**src/rtl/laa_mul_sequencer.sv**
```systemverilog
// LAA multiply-path command controller: owns the A/B/RES banks and the status word, and
// sequences a word-serial product-scanning multiply through an external pipelined multiplier.
`timescale 1ns/1ps
module laa_mul_sequencer #(
    parameter int unsigned NWORDS  = 4,
    parameter int unsigned MUL_LAT = 2,
    parameter int unsigned IDXW    = $clog2(2 * NWORDS)
) (
    input  logic            clk,
    input  logic            Rst,
    input  logic            cmd_valid,
    output logic            cmd_ready,
    input  logic [2:0]      cmd_op,
    input  logic [IDXW-1:0] cmd_idx,
    input  logic [31:0]     cmd_wdata,
    output logic            rsp_valid,
    output logic [31:0]     rsp_rdata,
    output logic [31:0]     mul_a,
    output logic [31:0]     mul_b,
    output logic            mul_in_valid,
    input  logic [63:0]     mul_p,
    input  logic            mul_out_valid,
    output logic            busy,
    output logic            done_irq
);
    localparam int unsigned     AW    = (NWORDS > 1) ? $clog2(NWORDS) : 1;
    localparam int unsigned     CW    = $clog2(NWORDS + MUL_LAT + 1);
    localparam logic [IDXW-1:0] NM1   = IDXW'(NWORDS - 1);
    localparam logic [IDXW-1:0] LASTK = IDXW'(2 * NWORDS - 2);
    localparam logic [7:0]      NW8   = 8'(NWORDS);

    typedef enum logic [2:0] {S_IDLE, S_ISSUE, S_DRAIN, S_WRITE, S_FINAL} state_t;
    typedef enum logic [2:0] {
        OP_WR_A, OP_WR_B, OP_RD_A, OP_RD_B, OP_RD_RES, OP_START, OP_RD_CTRL, OP_CLEAR
    } op_t;

    state_t          state, state_nx;
    op_t             op;
    logic [31:0]     a_bank   [NWORDS];
    logic [31:0]     b_bank   [NWORDS];
    logic [31:0]     res_bank [2*NWORDS];
    logic [95:0]     acc, acc_nx;
    logic [CW-1:0]   outstanding, out_nx;
    logic [IDXW-1:0] col_k, i_hi, k_nx, i_lo_nx;
    logic [AW-1:0]   row_i, col_j, ab_idx;
    logic            done_flag, err_flag;
    logic            accept, ab_ok, res_ok, last_pair, ret;

    assign op     = op_t'(cmd_op);
    assign accept = cmd_valid && cmd_ready;
    assign ab_ok  = 32'(cmd_idx) < NWORDS;
    assign ab_idx = cmd_idx[AW-1:0];

    if ((2 * NWORDS) == (1 << IDXW)) begin : g_res_full
        assign res_ok = 1'b1;
    end else begin : g_res_part
        assign res_ok = 32'(cmd_idx) < 2 * NWORDS;
    end

    // Column k pairs A[i] with B[k-i] for max(0,k-N+1) <= i <= min(k,N-1).
    assign col_j     = AW'(col_k - IDXW'(row_i));
    assign i_hi      = (col_k > NM1) ? NM1 : col_k;
    assign last_pair = (IDXW'(row_i) == i_hi);
    assign k_nx      = col_k + IDXW'(1);
    assign i_lo_nx   = (k_nx > NM1) ? (k_nx - NM1) : '0;

    assign ret    = mul_out_valid && (state != S_IDLE);
    assign out_nx = outstanding + CW'(mul_in_valid) - CW'(ret && (outstanding != '0));
    assign busy   = (state != S_IDLE);
    assign mul_a  = mul_in_valid ? a_bank[row_i] : '0;
    assign mul_b  = mul_in_valid ? b_bank[col_j] : '0;

    always_comb begin
        acc_nx = (state == S_WRITE) ? (acc >> 32) : acc;
        if (ret) begin
            acc_nx = acc_nx + {32'b0, mul_p};
        end
    end

    always_comb begin
        state_nx     = state;
        cmd_ready    = (state == S_IDLE) || (op == OP_RD_CTRL);
        mul_in_valid = 1'b0;
        case (state)
            S_IDLE:  if (cmd_valid && op == OP_START) state_nx = S_ISSUE;
            S_ISSUE: begin
                mul_in_valid = 1'b1;
                if (last_pair) state_nx = S_DRAIN;
            end
            S_DRAIN: if (outstanding == '0) state_nx = S_WRITE;
            S_WRITE: state_nx = (col_k == LASTK) ? S_FINAL : S_ISSUE;
            S_FINAL: state_nx = S_IDLE;
            default: state_nx = S_IDLE;
        endcase
    end

    always_ff @(posedge clk or negedge Rst) begin
        if (!Rst) state <= S_IDLE;
        else      state <= state_nx;
    end

    always_ff @(posedge clk or negedge Rst) begin
        if (!Rst) begin
            for (int unsigned w = 0; w < NWORDS; w++) begin
                a_bank[w] <= '0;
                b_bank[w] <= '0;
            end
            for (int unsigned w = 0; w < 2 * NWORDS; w++) res_bank[w] <= '0;
            acc         <= '0;
            outstanding <= '0;
            col_k       <= '0;
            row_i       <= '0;
            done_flag   <= 1'b0;
            err_flag    <= 1'b0;
            rsp_valid   <= 1'b0;
            rsp_rdata   <= '0;
            done_irq    <= 1'b0;
        end else begin
            rsp_valid   <= 1'b0;
            rsp_rdata   <= '0;
            done_irq    <= (state == S_FINAL);
            acc         <= acc_nx;
            outstanding <= out_nx;
            case (state)
                S_ISSUE: if (!last_pair) row_i <= row_i + AW'(1);
                S_WRITE: begin
                    res_bank[col_k] <= acc[31:0];
                    col_k           <= k_nx;
                    row_i           <= AW'(i_lo_nx);
                end
                S_FINAL: begin
                    res_bank[col_k] <= acc[31:0];
                    done_flag       <= 1'b1;
                end
                default: ;
            endcase
            if (accept) begin
                case (op)
                    OP_WR_A: if (ab_ok) a_bank[ab_idx] <= cmd_wdata; else err_flag <= 1'b1;
                    OP_WR_B: if (ab_ok) b_bank[ab_idx] <= cmd_wdata; else err_flag <= 1'b1;
                    OP_RD_A: begin
                        rsp_valid <= 1'b1;
                        if (ab_ok) rsp_rdata <= a_bank[ab_idx]; else err_flag <= 1'b1;
                    end
                    OP_RD_B: begin
                        rsp_valid <= 1'b1;
                        if (ab_ok) rsp_rdata <= b_bank[ab_idx]; else err_flag <= 1'b1;
                    end
                    OP_RD_RES: begin
                        rsp_valid <= 1'b1;
                        if (res_ok) rsp_rdata <= res_bank[cmd_idx]; else err_flag <= 1'b1;
                    end
                    OP_START: begin
                        done_flag <= 1'b0;
                        for (int unsigned w = 0; w < 2 * NWORDS; w++) res_bank[w] <= '0;
                        acc   <= '0;
                        col_k <= '0;
                        row_i <= '0;
                    end
                    OP_RD_CTRL: begin
                        rsp_valid <= 1'b1;
                        rsp_rdata <= {16'b0, NW8, 5'b0, err_flag, done_flag, busy};
                    end
                    OP_CLEAR: begin
                        done_flag <= 1'b0;
                        err_flag  <= 1'b0;
                        for (int unsigned w = 0; w < 2 * NWORDS; w++) res_bank[w] <= '0;
                    end
                    default: ;
                endcase
            end
        end
    end
endmodule

```
**config.mk**
```make
export PLATFORM = sky130hd
export DESIGN_NAME = laa_mul_sequencer
export DESIGN_NICKNAME = d
export VERILOG_FILES = /design/src/rtl/laa_mul_sequencer.sv
export SDC_FILE = /design/constraint.sdc
export NUM_CORES = 2
export LEC_CHECK = 0
export ABC_AREA = 0
export ABC_CLOCK_PERIOD_IN_PS = 5090
export CAP_MARGIN = 25
export CELL_PAD_IN_SITES_DETAIL_PLACEMENT = 1
export CELL_PAD_IN_SITES_GLOBAL_PLACEMENT = 1
export CORE_MARGIN = 3
export CORE_UTILIZATION = 43
export CTS_CLUSTER_DIAMETER = 60
export DETAILED_ROUTE_END_ITERATION = 10
export PLACE_DENSITY_LB_ADDON = 0.1
export SYNTH_ARGS = -nofsm -noshare
export SYNTH_HDL_FRONTEND = slang
export SYNTH_SLANG_ARGS = --single-unit
```
**constraint.sdc**
```tcl
create_clock -name clk -period 5.09 [get_ports clk]
set_input_delay 1.018 -clock clk [delete_from_list [all_inputs] [get_ports clk]]
set_output_delay 1.018 -clock clk [all_outputs]
set_load 0.05 [all_outputs]
```
==> results.tsv <==
stage	metric	value	unit
setup_path	r2r_start	state[1]$_DFFE_PN0P_	
logic_synthesis	syn_nets	3820	
sta	fin_skew	0.01871	ns
global_routing	grt_max_degree	170	
cells_and_area	final_layout_size_suffix_gt1_share	18.56	%
global_routing	grt_pass1_wl	197000	µm
detailed_routing	vias	29230	
setup_path	reg2regPathDepth	17	
power	leakagePower	18.37	nW
logic_synthesis	avgSynthCellArea	10.01	µm²
setup_path	crit_fanout	32	
cells_and_area	nets	3894	
global_routing	antenna_found_initial	2	
die	rows	106	
detailed_routing	viasPerCell	5.965	
clock_network	clock-sinks	655	
clock_network	clock_latency	0.61	ns
detailed_routing	drt_pass1_iterations	5	
sta	max_freq	0.2044	GHz
setup_path	cp.required	4.07	ns
power	seq_power_share	34.5	%
logic_synthesis	syn-cell-area	36380	µm²
power	power_density	567.1	nW/µm²
die	die_h	296.9	µm
clock_network	cts_htree_levels	3	
power	sw_frac_of_total	40.62	%
cells_and_area	num-fill-cells	9028	
sta	rsz0062_at_grt	no	
logic_synthesis	synthCells	3635	
detailed_routing	routed_wl	128000	µm
setup_path	cp_slowest_cell	clkdlybuf4s50_1	
logic_synthesis	ys_types	70	
run	max-cap-violations	0	
clock_network	cts_tree	done	
setup_path	path_delay_family	buffers and inverters	
cells_and_area	syn2layout_area_growth	16.13	%
setup_path	worstPathArrival	3.87	ns
sta	hold_violations	0	
place	gp_congestion	0.9632	
clock_network	hold_buffers	0	
sta	finalSetupViolCount	0	
place	port_buffers	206	
die	fp.dieW	296.9	µm
cells_and_area	final_cell_count_no_fill	4901	
clock_network	cts_made_buffers	77	
global_routing	grt_pass1_vias	32140	
sta	min_period_over_period	96.13	%
logic_synthesis	synth_ff_type	dfrtp_1	
die	initial_utilization	43.47	%
cells_and_area	utilization	50.48	%
clock_network	clk_pin_slew_worst_paths	0.06	ns
logic_synthesis	ys_warn_count	0	
setup_path	reg2reg_slack	0.36	ns
status	status	complete, no violations	
place	place_inst	4764	
die	die_area	88130	µm²
global_routing	grt_overflow	0	
power	pwr-share-clk	23.0	%
setup_path	cp-end-kind	output port	
clock_network	cts_buffer_depth	3	
place	dpl.hpwl	86380	µm
sta	min_period	4.893	ns
power	p_int	14.23	mW
min_path	min_path_type	in -> async	
power	power	23.96	mW
sta	maxSlewViolCount	0	
global_routing	grtUsageTotal	28.80	%
sta	whs	0.4825	ns
sta	tns	0	ns
power	peakVddDrop	0.4679	mV
detailed_routing	drt_iter0_drc	2196	
clock_network	clockRootBuffer	clkbuf_16	
setup_path	reg2reg_to	acc[94]$_DFF_PN0_	
logic_synthesis	synthArstFlopShare	100.0	%
detailed_routing	wl_per_cell	26.11	µm
die	core_area	83690	µm²
sta	slew_headroom	30.16	%
logic_synthesis	synth_edf_count	0	
setup_path	crit_chain	buf_4 -> clkinv_1 -> ha_1 -> xor2_4 -> buf_12 -> mux4_2 -> and2_1 -> clkdlybuf4s50_1	
power	p_switching	9.733	mW
logic_synthesis	synth.ff_latch_count	655	
setup_path	crit_buf_inv	4	
setup_path	cpPeakStageDelay	0.71	ns
detailed_routing	drc	0	
logic_synthesis	yosysSeqAreaShare	45.05	%
setup_path	path_class	reg -> out	
detailed_routing	detail-route-antenna-nets	0	
sta	worstMarginPinSlew	1.048	ns
die	io_pins	207	
setup_path	cp-start-kind	register	
power	combPwrFrac	42.5	%
[registers in the layout, indices dropped and copies added (netlist names), 2 cells and up]
| name | count |
|---|---|
| a_bank | 128 |
| acc | 96 |
| b_bank | 128 |
| col_k | 3 |
| outstanding | 3 |
| res_bank | 256 |
| row_i | 2 |
| rsp_rdata | 32 |
| state | 3 |
[through the flow]
step	setup WS, ns	area (µm²)
floorplan	0.1649	36380
global placement	0.03272	39700
detailed placement	-0.07072	39740
CTS	0.1043	42240
global route	0.01020	42250
finish	0.1971	42250
[how the worst max path moves through the flow]
stage	startpoint	end	slack, ns	cells past startpoint
floorplan	state[1]$_DFFE_PN0P_	acc[80]$_DFF_PN0_	0.16	23
global placement	mul_p[0]	acc[88]$_DFF_PN0_	0.03	14
detailed placement	mul_p[0]	acc[94]$_DFF_PN0_	-0.07	14
CTS	col_k[0]$_DFF_PN0_	mul_b[19]	0.10	8
global route	col_k[0]$_DFF_PN0_	mul_b[7]	0.01	8
finish	col_k[0]$_DFF_PN0_	mul_b[7]	0.20	8
[synth_stat cells, types with 4 or more instances]
master / instances / area share, %
buf_1: 26 / 0.27
mux2_2: 250 / 7.7
a21o_1: 29 / 0.60
nor2_1: 234 / 2.4
mux4_2: 192 / 12
nand3_1: 42 / 0.58
mux2_1: 7 / 0.22
o22ai_1: 5 / 0.086
or2_2: 4 / 0.069
nand2b_1: 9 / 0.15
a31oi_1: 4 / 0.069
o21ai_0: 76 / 1.0
buf_2: 7 / 0.096
nor3_1: 32 / 0.44
o2111ai_1: 4 / 0.096
mux2i_1: 36 / 0.99
or3_1: 17 / 0.29
o21a_1: 13 / 0.27
inv_1: 33 / 0.34
clkbuf_1: 252 / 2.6
a21oi_1: 434 / 6.0
a221oi_1: 5 / 0.12
nor4_1: 4 / 0.069
and2_1: 73 / 1.3
o31ai_1: 4 / 0.083
nor2b_1: 5 / 0.086
xor2_1: 29 / 0.70
nand4b_1: 4 / 0.096
nand4_1: 37 / 0.64
nand2_1: 839 / 8.7
and3_1: 14 / 0.24
ha_1: 77 / 2.6
o21bai_1: 17 / 0.35
dfrtp_1: 655 / 45
a31o_1: 5 / 0.12
a211oi_1: 45 / 0.93
xnor2_1: 51 / 1.2
o21ai_1: 13 / 0.18
[layout by cell type (no fill, tap or decap), types with 7 or more instances in the layout]
| cell | n |
|---|---|
| nand2_1 | 837 |
| dfrtp_1 | 653 |
| a21oi_1 | 434 |
| mux2_2 | 250 |
| nor2_1 | 224 |
| mux4_2 | 192 |
| clkdlybuf4s50_1 | 188 |
| clkbuf_16 | 78 |
| ha_1 | 77 |
| o21ai_0 | 76 |
| and2_1 | 73 |
| buf_4 | 67 |
| xnor2_1 | 51 |
| a211oi_1 | 45 |
| nand3_1 | 40 |
| nand4_1 | 37 |
| mux2i_1 | 36 |
| inv_1 | 33 |
| a21o_1 | 29 |
| xor2_1 | 28 |
| nor3_1 | 27 |
| buf_12 | 21 |
| clkbuf_8 | 20 |
| o21bai_1 | 17 |
| clkbuf_1 | 16 |
| or3_1 | 15 |
| o21ai_1 | 13 |
| o21a_1 | 13 |
| clkinv_2 | 11 |
| nor2_4 | 10 |
| and3_1 | 10 |
| nand2b_1 | 9 |
| mux2_1 | 7 |
| clkinvlp_4 | 7 |
[repair_timing]
item,4_1_cts,5_1_grt
setup endpoints to repair,0,4
setup buffers,0,0
resized for setup,0,1
[cell type report]
| cell class | count | area (µm²) | area share, % |
|---|---|---|---|
| Timing Repair Buffer | 281 | 2861 | 6.773 |
| Clock inverter | 23 | 225.2 | 0.5331 |
| Multi-Input combinational cell | 2657 | 18930 | 44.82 |
| Sequential cell | 655 | 16390 | 38.80 |
| Inverter | 37 | 138.9 | 0.3287 |
| Antenna cell | 1 | 2.502 | 0.005923 |
| Tap cell | 1134 | 1419 | 3.358 |
| Clock buffer | 113 | 2273 | 5.381 |
[cells by family after synthesis]
logic type      after synthesis  synth area share [%]
compound gates              681                 10.68
xor+xnor                     80                 1.926
fa+ha+maj                    79                 2.758
buf+inv                     323                 3.367
flops                       655                 45.05
mux                         485                 20.83
simple gates               1332                 15.39
[routing by layer]
layer	share of wire, %	global-route usage, %	up-vias
li1	-	-	12880
met4	3.9	11.29	4
met2	50	49.77	757
met3	4.3	3.267	205
met1	42	37.18	15390
met5	0.023	0	-
[worst reg2reg max path: stages, from the launching register on]
cell	delay (ns)
dfrtp_1	0.49
inv_2	0.17
or2_4	0.30
nand2_1	0.10
nand2_1	0.11
ha_1	0.17
inv_1	0.06
fa_1	0.43
nor2b_1	0.18
o2111ai_1	0.16
a211oi_2	0.25
o2111ai_1	0.25
nand2_2	0.19
a41oi_4	0.16
o41a_1	0.55
or3_1	0.50
or3_1	0.38
a21oi_1	0.18
[power groups by stage]
stage	combinational, mW	clock [mW]	sequential [mW]
2_1_floorplan	7.52	0	7.41
6_report	10.2	5.50	8.27
5_1_grt	11.2	5.84	8.44
4_1_cts	10.2	5.60	8.23
3_3_place_gp	9.92	0	8.13
3_5_place_dp	10.2	0	8.31
(Power assumes the default switching activity.)
